==> config.mk <==
export PLATFORM = sky130hd
export DESIGN_NAME = div_128x64_seq
export DESIGN_NICKNAME = d
export VERILOG_FILES = /design/src/rtl/div_128x64_seq.sv
export SDC_FILE = /design/constraint.sdc
export NUM_CORES = 1
export LEC_CHECK = 0
export CAP_MARGIN = 20
export CORE_MARGIN = 10
export CORE_UTILIZATION = 27
export CTS_CLUSTER_DIAMETER = 150
export DETAILED_ROUTE_END_ITERATION = 8
export PLACE_DENSITY = 0.46
export SYNTH_ARGS = -nofsm -noshare
export SYNTH_HDL_FRONTEND = slang
export SYNTH_SLANG_ARGS = --single-unit
==> constraint.sdc <==
create_clock -name clk -period 3.7 [get_ports clk]
set_input_delay 0.37 -clock clk [delete_from_list [all_inputs] [get_ports clk]]
set_output_delay 0.37 -clock clk [all_outputs]
set_load 0.02 [all_outputs]
==> src/rtl/div_128x64_seq.sv <==
// Sequential unsigned 128/64 restoring divider, one radix-2 step per cycle.
// Shares the start/done handshake with the 64x64 multiplier it inverts.
module div_128x64_seq (
    input  logic         clk,
    input  logic         rst,
    input  logic         start,
    input  logic [127:0] in_dividend,
    input  logic [63:0]  in_divisor,
    output logic [63:0]  quotient,
    output logic [63:0]  remainder,
    output logic         done,
    output logic         busy,
    output logic         div_zero,
    output logic         overflow
);

    typedef enum logic [1:0] {IDLE, CALC, FIN} state_t;

    state_t      state_q;
    logic [5:0]  cnt_q;
    logic [63:0] prem_q, shreg_q, qacc_q, divisor_q;
    logic        exc_zero_q;
    logic [63:0] quotient_q, remainder_q;
    logic        done_q, busy_q, div_zero_q, overflow_q;

    logic [64:0] t_d, diff_d;
    logic        qbit_d;
    logic [63:0] prem_d, qacc_d;

    // NOTE: combinational logic uses blocking '=' with every output defaulted first,
    // so no latch can be inferred; state below uses non-blocking '<=' only.
    always_comb begin
        t_d    = {prem_q, shreg_q[63]};
        diff_d = t_d - {1'b0, divisor_q};
        // The compare is 65 bits wide so a partial remainder with bit 63 set keeps its carry.
        qbit_d = (t_d >= {1'b0, divisor_q});
        prem_d = qbit_d ? diff_d[63:0] : t_d[63:0];
        qacc_d = {qacc_q[62:0], qbit_d};
    end

    always_ff @(posedge clk) begin
        if (!rst) begin
            state_q     <= IDLE;
            cnt_q       <= '0;
            prem_q      <= '0;
            shreg_q     <= '0;
            qacc_q      <= '0;
            divisor_q   <= '0;
            exc_zero_q  <= 1'b0;
            quotient_q  <= '0;
            remainder_q <= '0;
            done_q      <= 1'b0;
            busy_q      <= 1'b0;
            div_zero_q  <= 1'b0;
            overflow_q  <= 1'b0;
        end else begin
            done_q <= 1'b0;
            case (state_q)
                IDLE: begin
                    if (start) begin
                        divisor_q   <= in_divisor;
                        prem_q      <= in_dividend[127:64];
                        shreg_q     <= in_dividend[63:0];
                        qacc_q      <= '0;
                        cnt_q       <= '0;
                        quotient_q  <= '0;
                        remainder_q <= '0;
                        div_zero_q  <= 1'b0;
                        overflow_q  <= 1'b0;
                        busy_q      <= 1'b1;
                        if (in_divisor == 64'd0) begin
                            exc_zero_q <= 1'b1;
                            state_q    <= FIN;
                        end else if (in_dividend[127:64] >= in_divisor) begin
                            exc_zero_q <= 1'b0;
                            state_q    <= FIN;
                        end else begin
                            state_q <= CALC;
                        end
                    end
                end
                CALC: begin
                    prem_q  <= prem_d;
                    shreg_q <= {shreg_q[62:0], 1'b0};
                    qacc_q  <= qacc_d;
                    cnt_q   <= cnt_q + 6'd1;
                    if (cnt_q == 6'd63) begin
                        quotient_q  <= qacc_d;
                        remainder_q <= prem_d;
                        done_q      <= 1'b1;
                        busy_q      <= 1'b0;
                        cnt_q       <= '0;
                        state_q     <= IDLE;
                    end
                end
                FIN: begin
                    // FIN lasts two cycles so exceptions report at E0+2.
                    if (cnt_q == 6'd0) begin
                        cnt_q <= 6'd1;
                    end else begin
                        cnt_q       <= '0;
                        quotient_q  <= '1;
                        remainder_q <= exc_zero_q ? shreg_q : 64'd0;
                        div_zero_q  <= exc_zero_q;
                        overflow_q  <= ~exc_zero_q;
                        done_q      <= 1'b1;
                        busy_q      <= 1'b0;
                        state_q     <= IDLE;
                    end
                end
                default: state_q <= IDLE;
            endcase
        end
    end

    assign quotient  = quotient_q;
    assign remainder = remainder_q;
    assign done      = done_q;
    assign busy      = busy_q;
    assign div_zero  = div_zero_q;
    assign overflow  = overflow_q;

endmodule

* Word-level counts from Yosys, hierarchy flattened
Index checks and enable logic that the tools add are counted.
Word-level totals: output and inout bits 132, word-level logic and storage cells 76, bits in registers 396
Operators by class: equality and inequality tests 6, mux-type cells 38, reduce and logical (&&, ||, !) cells 14, magnitude comparators 2, add/sub/neg operators 2, bitwise operators 1
Operators with widths (count):
- $mux W64 | 9
- $pmux W64 S3 | 2
- $pmux W64 S2 | 2
- $pmux W63 S2 | 1
- $ge A65 B64 Y1 | 1
- $ge A64 B64 Y1 | 1
- $logic_not A64 Y1 | 1
- $sub A64 B64 Y64 | 1
- $pmux W6 S3 | 1
- $mux W6 | 2
- $mux W1 | 11
- $mux W2 | 5
- $reduce_and A3 Y1 | 3
- $add A6 B1 Y6 const B | 1
- $eq A6 B6 Y1 const B | 1
- $logic_not A6 Y1 | 1
- $ne A2 B2 Y1 const B | 3
- $pmux W1 S2 | 3
- $pmux W2 S3 | 1
- $reduce_and A2 Y1 | 3
- $reduce_bool A2 Y1 | 3
- $reduce_and A4 Y1 | 1
- $pmux W1 S3 | 1
- $reduce_bool A3 Y1 | 1
- 4 further kinds | 4

* Logic depth before layout (Yosys ltp)
Gate-level depths: netlist of run 1.
depth after elaboration 5, depth in mapped cells 15

* Worst setup path before layout of run 1
OpenSTA, ideal clock, no wires.
kind flip-flop to flip-flop, from register shreg_q[63], to register prem_q[56], period minus slack after synthesis 3.341 ns, arrival 3.222 ns, setup slack 0.359 ns, stages on the path, launching flop included 15, data required time 3.581 ns, path through dfxtp_1 > inv_1 > ha_1 > inv_1 > fa_1 > a21o_1 > a221oi_1 > o21ba_2 > nand2_1 > a222oi_1 > nand4_1 > nand2_1 > mux2_2 > o311a_1 > o221a_1
On the way: longest elaborated chain between the ends 3
RTL lines:
- start, declared | line 21 | logic [63:0] prem_q, shreg_q, qacc_q, divisor_q;
- start signal, assigned | line 63 | shreg_q <= in_dividend[63:0];
- start signal, assigned | line 84 | shreg_q <= {shreg_q[62:0], 1'b0};
- $sub A64 B64 Y64 / $ge A65 B64 Y1 (equally long branches) | line 34, 36
- $mux W64 (*) | line 37 | prem_d = qbit_d ? diff_d[63:0] : t_d[63:0];
- $pmux W64 S2 (*) | line 58 | case (state_q)
- end signal, assigned | line 62 | prem_q <= in_dividend[127:64];
- end signal, assigned | line 83 | prem_q <= prem_d;
- end, declared | line 21
Mark *: on every way between the ends. The rest lies on a longest branch, timed or not. A chain may end at the register's enable or synchronous reset.

* Worst setup path after layout of run 1
from register divisor_q[59], to register remainder_q[36], in the netlist remainder[36]
On the way: longest elaborated chain between the ends 4
RTL lines:
- start, declared | line 21
- start signal, assigned | line 61 | divisor_q <= in_divisor;
- $ge A65 B64 Y1 | line 36 | qbit_d = (t_d >= {1'b0, divisor_q});
- $mux W64 | line 37
- $mux W64 | line 87 | if (cnt_q == 6'd63) begin
- $pmux W64 S3 | line 58
- end signal, assigned | line 89 | remainder_q <= prem_d;
- end signal, assigned | line 103 | remainder_q <= exc_zero_q ? shreg_q : 64'd0;
- end, declared | line 23 | logic [63:0] quotient_q, remainder_q;
No other way between the ends. The select of a mux whose other input is x is not followed.

==> impl_metrics.csv, run 1 <==
group,metric,value,unit
run_status,outcome,"finished clean",
clocking,worst_setup_hold_path_clk_slew,0.06,ns
timing,slew_violations,0,
global_routing,via_count_of_the_first_global_routing_pass,22297,
global_routing,global_route_wire_length_before_repair,140000,µm
setup_path,ff2ff_setup_slack,0.16,ns
setup_path,cp-start-kind,"flip-flop",
timing,final_period_util,0.957,
logic_synthesis,mappedNetlistNets,3188,
clocking,htreeDepth,2,
setup_path,endpoint,"remainder[36]$_SDFFE_PN0P_",
timing,hold_viol,0,
logic_synthesis,postSynth.asyncResetShare,0,
logic_synthesis,synth-main-ff-cell,"dfxtp_1",
power_and_ir_drop,power.total,0.0169,W
floorplan,floorplan.initialDensity,0.272,
clocking,clkSinkCount,396,
power_and_ir_drop,ir_drop,0.000266,V
route,avgRoutedWirePerCell,21.6,µm
setup_path,r2r-end,"remainder[36]$_SDFFE_PN0P_",
logic_synthesis,mappedNetlistArea,0.0226,mm²
logic_synthesis,synthesis.yosys.warnings,0,
global_routing,antenna_found_initial,7,
power_and_ir_drop,power_frac_comb,0.402,
setup_path,timing_worst_setup_path_type,"flip-flop to flip-flop",
setup_path,worst_path_max_delay_cell,"or4_4",
route,drt-pass1-iter-count,6,
setup_path,timing.critical_path.arrival,4.01,ns
logic_synthesis,syn_avg_cell_area,7.91,µm²
timing,finalSetupTns,0,ns
clocking,clk-insertion-delay-late,0.61,ns
place,post-dp-hpwl,68800,µm
flow_run,maxCapViolCount,0,
power_and_ir_drop,share_seq_of_total_power,0.284,
route,routed_via_density,5.23,
floorplan,die_x,309,µm
logic_synthesis,synth_sequential_area_ratio,0.350,
power_and_ir_drop,netSwitchingFraction,0.386,
power_and_ir_drop,static-leakage-power,11.2,nW
clocking,clk_root_buffer_cell,"clkbuf_16",
setup_path,worst_setup_startpoint,"divisor_q[59]$_SDFFE_PN0P_",
logic_synthesis,flop_and_latch_count_out_of_synthesis,396,
finish,finalNetCount,3487,
route,route.antenna.remaining_nets,0,
setup_path,timing.reg2reg.worst_path_depth,11,
place,pre_cts_slack,-0.330,ns
floorplan,fp-row-count,106,
route,vias,22373,
logic_synthesis,synth-edff-count,0,
route,finalWirelength,92500,µm
power_and_ir_drop,power.clock.fraction,0.314,
timing,worst_slew_pin_slew,0.929,ns
floorplan,floorplan.die_area,0.0958,mm²
floorplan,die_height,309,µm
route,drt_first_iter_violations,1508,
timing,clock.fmax,282,MHz
place,place.port_buffers,326,
setup_path,regToRegStartpoint,"divisor_q[59]$_SDFFE_PN0P_",
setup_path,timing.critical_path.fanout_max,33,
power_and_ir_drop,pwr_density_cell,573,mW/mm²
place,gpl.final_weighted_congestion,0.880,
timing,post-route-worst-setup-slack,0.158,ns
global_routing,grt_remaining_overflow,0,
setup_path,critical_path.endpoint_type,"flip-flop",
min_path,hp-class,"input pin to flip-flop",
setup_path,cp_slowest_stage_delay,0.58,ns
setup_path,worstPathRequired,4.16,ns
route,detailed_routing_wirelength_on_met1,43600,µm
global_routing,maximum_number_of_pins_on_one_net_before_global_route_repair,134,
route,drc,0,
clocking,clockBufferDepth,3,
timing,timing.final.crit_period,3.54,ns
setup_path,critical_path.most_common_cell,"and3_1",
clocking,total_clock_buffers_created_by_cts,51,
timing,setup_viol,0,
logic_synthesis,synth_cell_type_count,88,
power_and_ir_drop,power_report.internal_total,0.0104,W
route,met3WireLength,4820,µm
power_and_ir_drop,netSwitchingPower,0.00650,W
clocking,cts_tree,"built",
global_routing,grt_use_total,0.187,
finish,syn2layout_area_growth,30.0,%
route,top_layer_used,"met5",
floorplan,core-area,0.0833,mm²
floorplan,boundary_pins,327,
timing,grt_setup_unrepaired,"no",
clocking,cts_hold_buffers,0,
finish,drive_above_1_share,0.0976,
timing,slew_headroom,0.381,
route,met2_wirelength,42400,µm
logic_synthesis,synthesis.instances,2858,
timing,clock_skew,0.0293,ns
setup_path,path_cells,"inv_1 > ha_1 > and3_1 > nand2_1 > or3_1 > or4_4 > o311a_1 > buf_6 > and3_1 > a21oi_1 > o21ai_0",
critical path, delay by kind of cell, from the launching register on:
kind | cells | cell delay [ns]
simple gates | 5 | 1.57
compound gates | 3 | 0.88
fa+ha+maj | 1 | 0.28
buf+inv | 2 | 0.29
flops | 1 | 0.34
state kept, by name, indices dropped and copies added (netlist names):
register	cells
divisor_q	64
prem_q	64
quotient	64
remainder	64
shreg_q	64
qacc_q	63
cnt_q	6
state_q	2
busy	1
div_zero	1
done	1
exc_zero_q	1
overflow	1
how the worst min path moves through the flow:
stage / from / endpoint / slack [ns] / depth (start not counted)
finish: rst / done$_SDFF_PN0_ / 0.29 / 3
global route: rst / done$_SDFF_PN0_ / 0.29 / 3
CTS: rst / done$_SDFF_PN0_ / 0.26 / 3
detailed placement: quotient[48]$_SDFFE_PN0P_ / quotient[48]$_SDFFE_PN0P_ / 0.44 / 2
global placement: divisor_q[45]$_SDFFE_PN0P_ / divisor_q[45]$_SDFFE_PN0P_ / 0.44 / 2
floorplan: qacc_q[62]$_SDFFE_PN0P_ / qacc_q[62]$_SDFFE_PN0P_ / 0.43 / 2
cells in the final DEF (no fill, tap or decap), types with 65 or more instances in the layout:
cell	synthesis	routed
a21oi_1	337	334
mux2i_1	82	82
buf_4	5	133
a211oi_1	78	76
o21ai_0	165	163
inv_1	151	151
nor2_1	131	130
a22oi_1	68	68
dfxtp_1	396	396
ha_1	134	128
o21ai_1	66	65
nand3_1	146	146
nand2_1	329	326
a21o_1	69	69
clkdlybuf4s50_1	0	325
per-stage QoR:
| step | instance area, µm² | hold slack [ns] | util | instances |
|---|---|---|---|---|
| floorplan | 22600 | 0.432 | - | 2858 |
| global placement | 27500 | 0.442 | 0.330 | 4183 |
| detailed placement | 27500 | 0.443 | 0.330 | 4183 |
| CTS | 29300 | 0.256 | 0.352 | 4276 |
| global route | 29400 | 0.286 | 0.353 | 4279 |
| finish | 29400 | 0.289 | 0.353 | 4279 |
synth_stat cells (12+ instances only):
library cell | instances | area, µm²
o21a_1 | 16 | 120
a21oi_1 | 337 | 1690
inv_1 | 151 | 567
buf_1 | 16 | 60.1
a22oi_1 | 68 | 510
o211ai_1 | 62 | 465
a211oi_2 | 31 | 388
a31oi_1 | 18 | 113
dfxtp_1 | 396 | 7930
xnor2_1 | 33 | 289
a211oi_1 | 78 | 586
o21ai_1 | 66 | 330
nand3_1 | 146 | 731
or3_1 | 12 | 75.1
clkbuf_1 | 184 | 691
xor2_1 | 17 | 149
nor2_1 | 131 | 492
mux2i_1 | 82 | 821
nand2_1 | 329 | 1230
nor4_1 | 20 | 125
o21bai_1 | 15 | 113
a21o_1 | 69 | 518
nand4_1 | 49 | 307
nor3_1 | 22 | 110
and3_1 | 53 | 332
ha_1 | 134 | 1680
nor2b_1 | 14 | 87.6
o21ai_0 | 165 | 826
metal layers:
| metal | up-vias | global-route usage |
|---|---|---|
| met5 | - | 0 |
| met4 | 6 | 0.0447 |
| met3 | 103 | 0.0326 |
| met2 | 534 | 0.304 |
| met1 | 10808 | 0.253 |
| li1 | 10922 | - |
cell type report:
cell class / instances / area (µm²)
diodes: 2 / 5.00
clock inverters: 24 / 330
fillers: 8619 / 53900
flip-flops and latches: 396 / 7930
repair buffers: 468 / 4430
clock buffers: 69 / 1430
inverters: 153 / 579
well taps: 1080 / 1350
multi-input cells: 2087 / 13300
power by group through the flow:
stage	clock [W]	sequential, W	combinational (W)
final	0.00528	0.00479	0.00678
after global routing	0.00560	0.00483	0.00737
after CTS	0.00544	0.00479	0.00669
after detailed placement	0	0.00488	0.00663
after global placement	0	0.00487	0.00661
after floorplan	0	0.00483	0.00426
repair_timing:
item,4_1_cts,5_1_grt
buffers inserted,0,1
endpoints found under the setup margin,5,126
pin swaps,0,10
gates resized for setup,4,22
cell families after synthesis:
| family | after synthesis | synth area share |
|---|---|---|
| buffers and inverters | 375 | 0.0674 |
| AOI/OAI and AO/OA | 995 | 0.280 |
| DFF | 396 | 0.350 |
| muxes | 85 | 0.0378 |
| adders and majority gates | 135 | 0.0750 |
| and+or+nand+nor | 822 | 0.170 |
| xor gates and xnor gates | 50 | 0.0194 |
No activity file was read; power rests on OpenSTA's default activity.
==> run 2, diff against run 1 <==
--- a/config.mk
+++ b/config.mk
@@ -10,6 +10,7 @@
 export CORE_UTILIZATION = 27
 export CTS_CLUSTER_DIAMETER = 150
 export DETAILED_ROUTE_END_ITERATION = 8
+export MAX_ROUTING_LAYER = met4
 export PLACE_DENSITY = 0.46
 export SYNTH_ARGS = -nofsm -noshare
 export SYNTH_HDL_FRONTEND = slang
==> run 2 against run 1 <==
Effect of this change: critical path depth up 2; cell count up 0.14%; critical path type unchanged; critical endpoint is now prem_q[41]$_SDFFE_PN0P_; largest cell class unchanged; power up 0.88%; non-clock buffer count up 5.
==> impl_metrics.csv, run 2 (synthesized netlist as in run 1, its figures left out) <==
group,metric,value,unit
setup_path,path_cells,"inv_1 > ha_1 > a21o_1 > a31o_2 > o21bai_1 > a21oi_1 > buf_4 > o21ai_0 > nand2_1 > a21oi_1 > mux2_2 > a31oi_1 > o211ai_1",
power_and_ir_drop,static-leakage-power,11.3,nW
timing,finalSetupTns,0,ns
flow_run,maxCapViolCount,0,
clocking,clk_root_buffer_cell,"clkbuf_16",
timing,setup_viol,0,
setup_path,cp_slowest_stage_delay,0.39,ns
min_path,hp-class,"input pin to flip-flop",
timing,clock_skew,0.0261,ns
route,route.antenna.remaining_nets,0,
finish,finalNetCount,3491,
floorplan,boundary_pins,327,
route,drt_first_iter_violations,1668,
route,detailed_routing_wirelength_on_met1,43800,µm
place,post-dp-hpwl,68900,µm
route,drt-pass1-iter-count,7,
run_status,outcome,"finished clean",
timing,hold_viol,0,
global_routing,grt_use_total,0.193,
setup_path,critical_path.most_common_cell,"a21oi_1",
setup_path,timing.critical_path.arrival,4.04,ns
global_routing,maximum_number_of_pins_on_one_net_before_global_route_repair,172,
floorplan,die_height,309,µm
global_routing,via_count_of_the_first_global_routing_pass,22316,
timing,slew_headroom,0.272,
route,finalWirelength,93500,µm
route,drc,0,
route,top_layer_used,"met4",
floorplan,die_x,309,µm
floorplan,floorplan.die_area,0.0958,mm²
floorplan,fp-row-count,106,
global_routing,grt_remaining_overflow,0,
setup_path,cp-start-kind,"flip-flop",
power_and_ir_drop,power.total,0.0170,W
clocking,cts_tree,"built",
power_and_ir_drop,pwr_density_cell,577,mW/mm²
clocking,htreeDepth,2,
finish,layout.filler_cells,8711,
finish,postLayoutCellArea,0.0295,mm²
place,place.port_buffers,326,
finish,drive_above_1_share,0.0994,
timing,worst_slew_pin_slew,1.09,ns
clocking,clockBufferDepth,3,
global_routing,global_route_wire_length_before_repair,140000,µm
place,gpl.final_weighted_congestion,0.888,
finish,layout_commonest_cell,"dfxtp_1",
min_path,hp-start,"rst",
floorplan,floorplan.initialDensity,0.272,
place,cell_area_after_placement,0.0276,mm²
setup_path,critical_path.endpoint_type,"flip-flop",
route,met2_wirelength,41800,µm
global_routing,antenna_found_initial,6,
timing,final_period_util,0.961,
timing,clock.fmax,281,MHz
setup_path,worst_path_max_delay_cell,"a21oi_1",
setup_path,timing.critical_path.fanout_max,4,
route,vias,22591,
setup_path,worstPathRequired,4.18,ns
route,avgRoutedWirePerCell,21.8,µm
finish,syn2layout_area_growth,30.3,%
floorplan,core-area,0.0833,mm²
clocking,total_clock_buffers_created_by_cts,50,
timing,timing.final.crit_period,3.56,ns
power_and_ir_drop,ir_drop,0.000294,V
timing,slew_violations,0,
setup_path,timing_worst_setup_path_type,"flip-flop to flip-flop",
route,routed_via_density,5.27,
setup_path,worst_setup_startpoint,"divisor_q[4]$_SDFFE_PN0P_",
route,met3WireLength,5530,µm
clocking,cts_hold_buffers,0,
setup_path,regToRegStartpoint,"divisor_q[4]$_SDFFE_PN0P_",
clocking,worst_setup_hold_path_clk_slew,0.06,ns
clocking,clk-insertion-delay-late,0.62,ns
clocking,clkSinkCount,396,
finish,layout.cells.most_common_list,"dfxtp_1, a21oi_1, nand2_1",
-- run 2: routing by layer --
layer	GRT usage	up-vias
met2	0.296	615
met3	0.0357	118
met1	0.257	10915
met5	-	-
met4	0.0539	0
li1	-	10943
-- run 2: metrics by stage --
step / util / cells / hold WS [ns] / worst slack, ns
CTS: 0.353 / 4279 / 0.267 / 0.0271
floorplan: - / 2858 / 0.432 / 0.359
finish: 0.354 / 4285 / 0.298 / 0.143
detailed placement: 0.331 / 4188 / 0.447 / -0.277
global route: 0.354 / 4285 / 0.305 / -0.00145
global placement: 0.331 / 4188 / 0.441 / -0.166
-- run 2: layout make-up --
cell class / count / area, µm² / share of cell area
Inverter: 153 / 579 / 0.0197
Timing Repair Buffer: 473 / 4490 / 0.152
Multi-Input combinational cell: 2087 / 13300 / 0.453
Clock inverter: 24 / 353 / 0.0120
Antenna cell: 5 / 12.5 / 0.000425
Tap cell: 1080 / 1350 / 0.0459
Clock buffer: 67 / 1420 / 0.0481
Sequential cell: 396 / 7930 / 0.269
-- run 2: repair_timing --
| action | CTS | global route |
|---|---|---|
| endpoints found under the setup margin | 13 | 55 |
| pin swaps | 0 | 6 |
| resized for setup | 4 | 17 |
| setup buffers | 0 | 1 |
-- run 2: critical path: cells and delay by family, from the launching register on --
| kind | cells | cell delay [ns] |
|---|---|---|
| adders and majority gates | 1 | 0.29 |
| and+or+nand+nor | 1 | 0.21 |
| muxes | 1 | 0.39 |
| AOI/OAI and AO/OA | 8 | 1.98 |
| DFF | 1 | 0.34 |
| buffers and inverters | 2 | 0.22 |
-- run 2: final timing paths --
kind / endpoint / slack (ns) / cells past startpoint
worst max-delay path: prem_q[41]$_SDFFE_PN0P_ / 0.14 / 13
worst min-delay path: div_zero$_SDFFE_PN0P_ / 0.30 / 3
worst max register to register: prem_q[41]$_SDFFE_PN0P_ / 0.14 / 13
worst min register to register: quotient[39]$_SDFFE_PN0P_ / 0.45 / 2
-- run 2: report_power, final --
part	switching (W)	internal, W	total [W]	leakage [nW]
Clock	0.00210	0.00325	0.00535	0.874
Sequential	0.000231	0.00456	0.00479	3.23
Combinational	0.00420	0.00266	0.00687	7.16
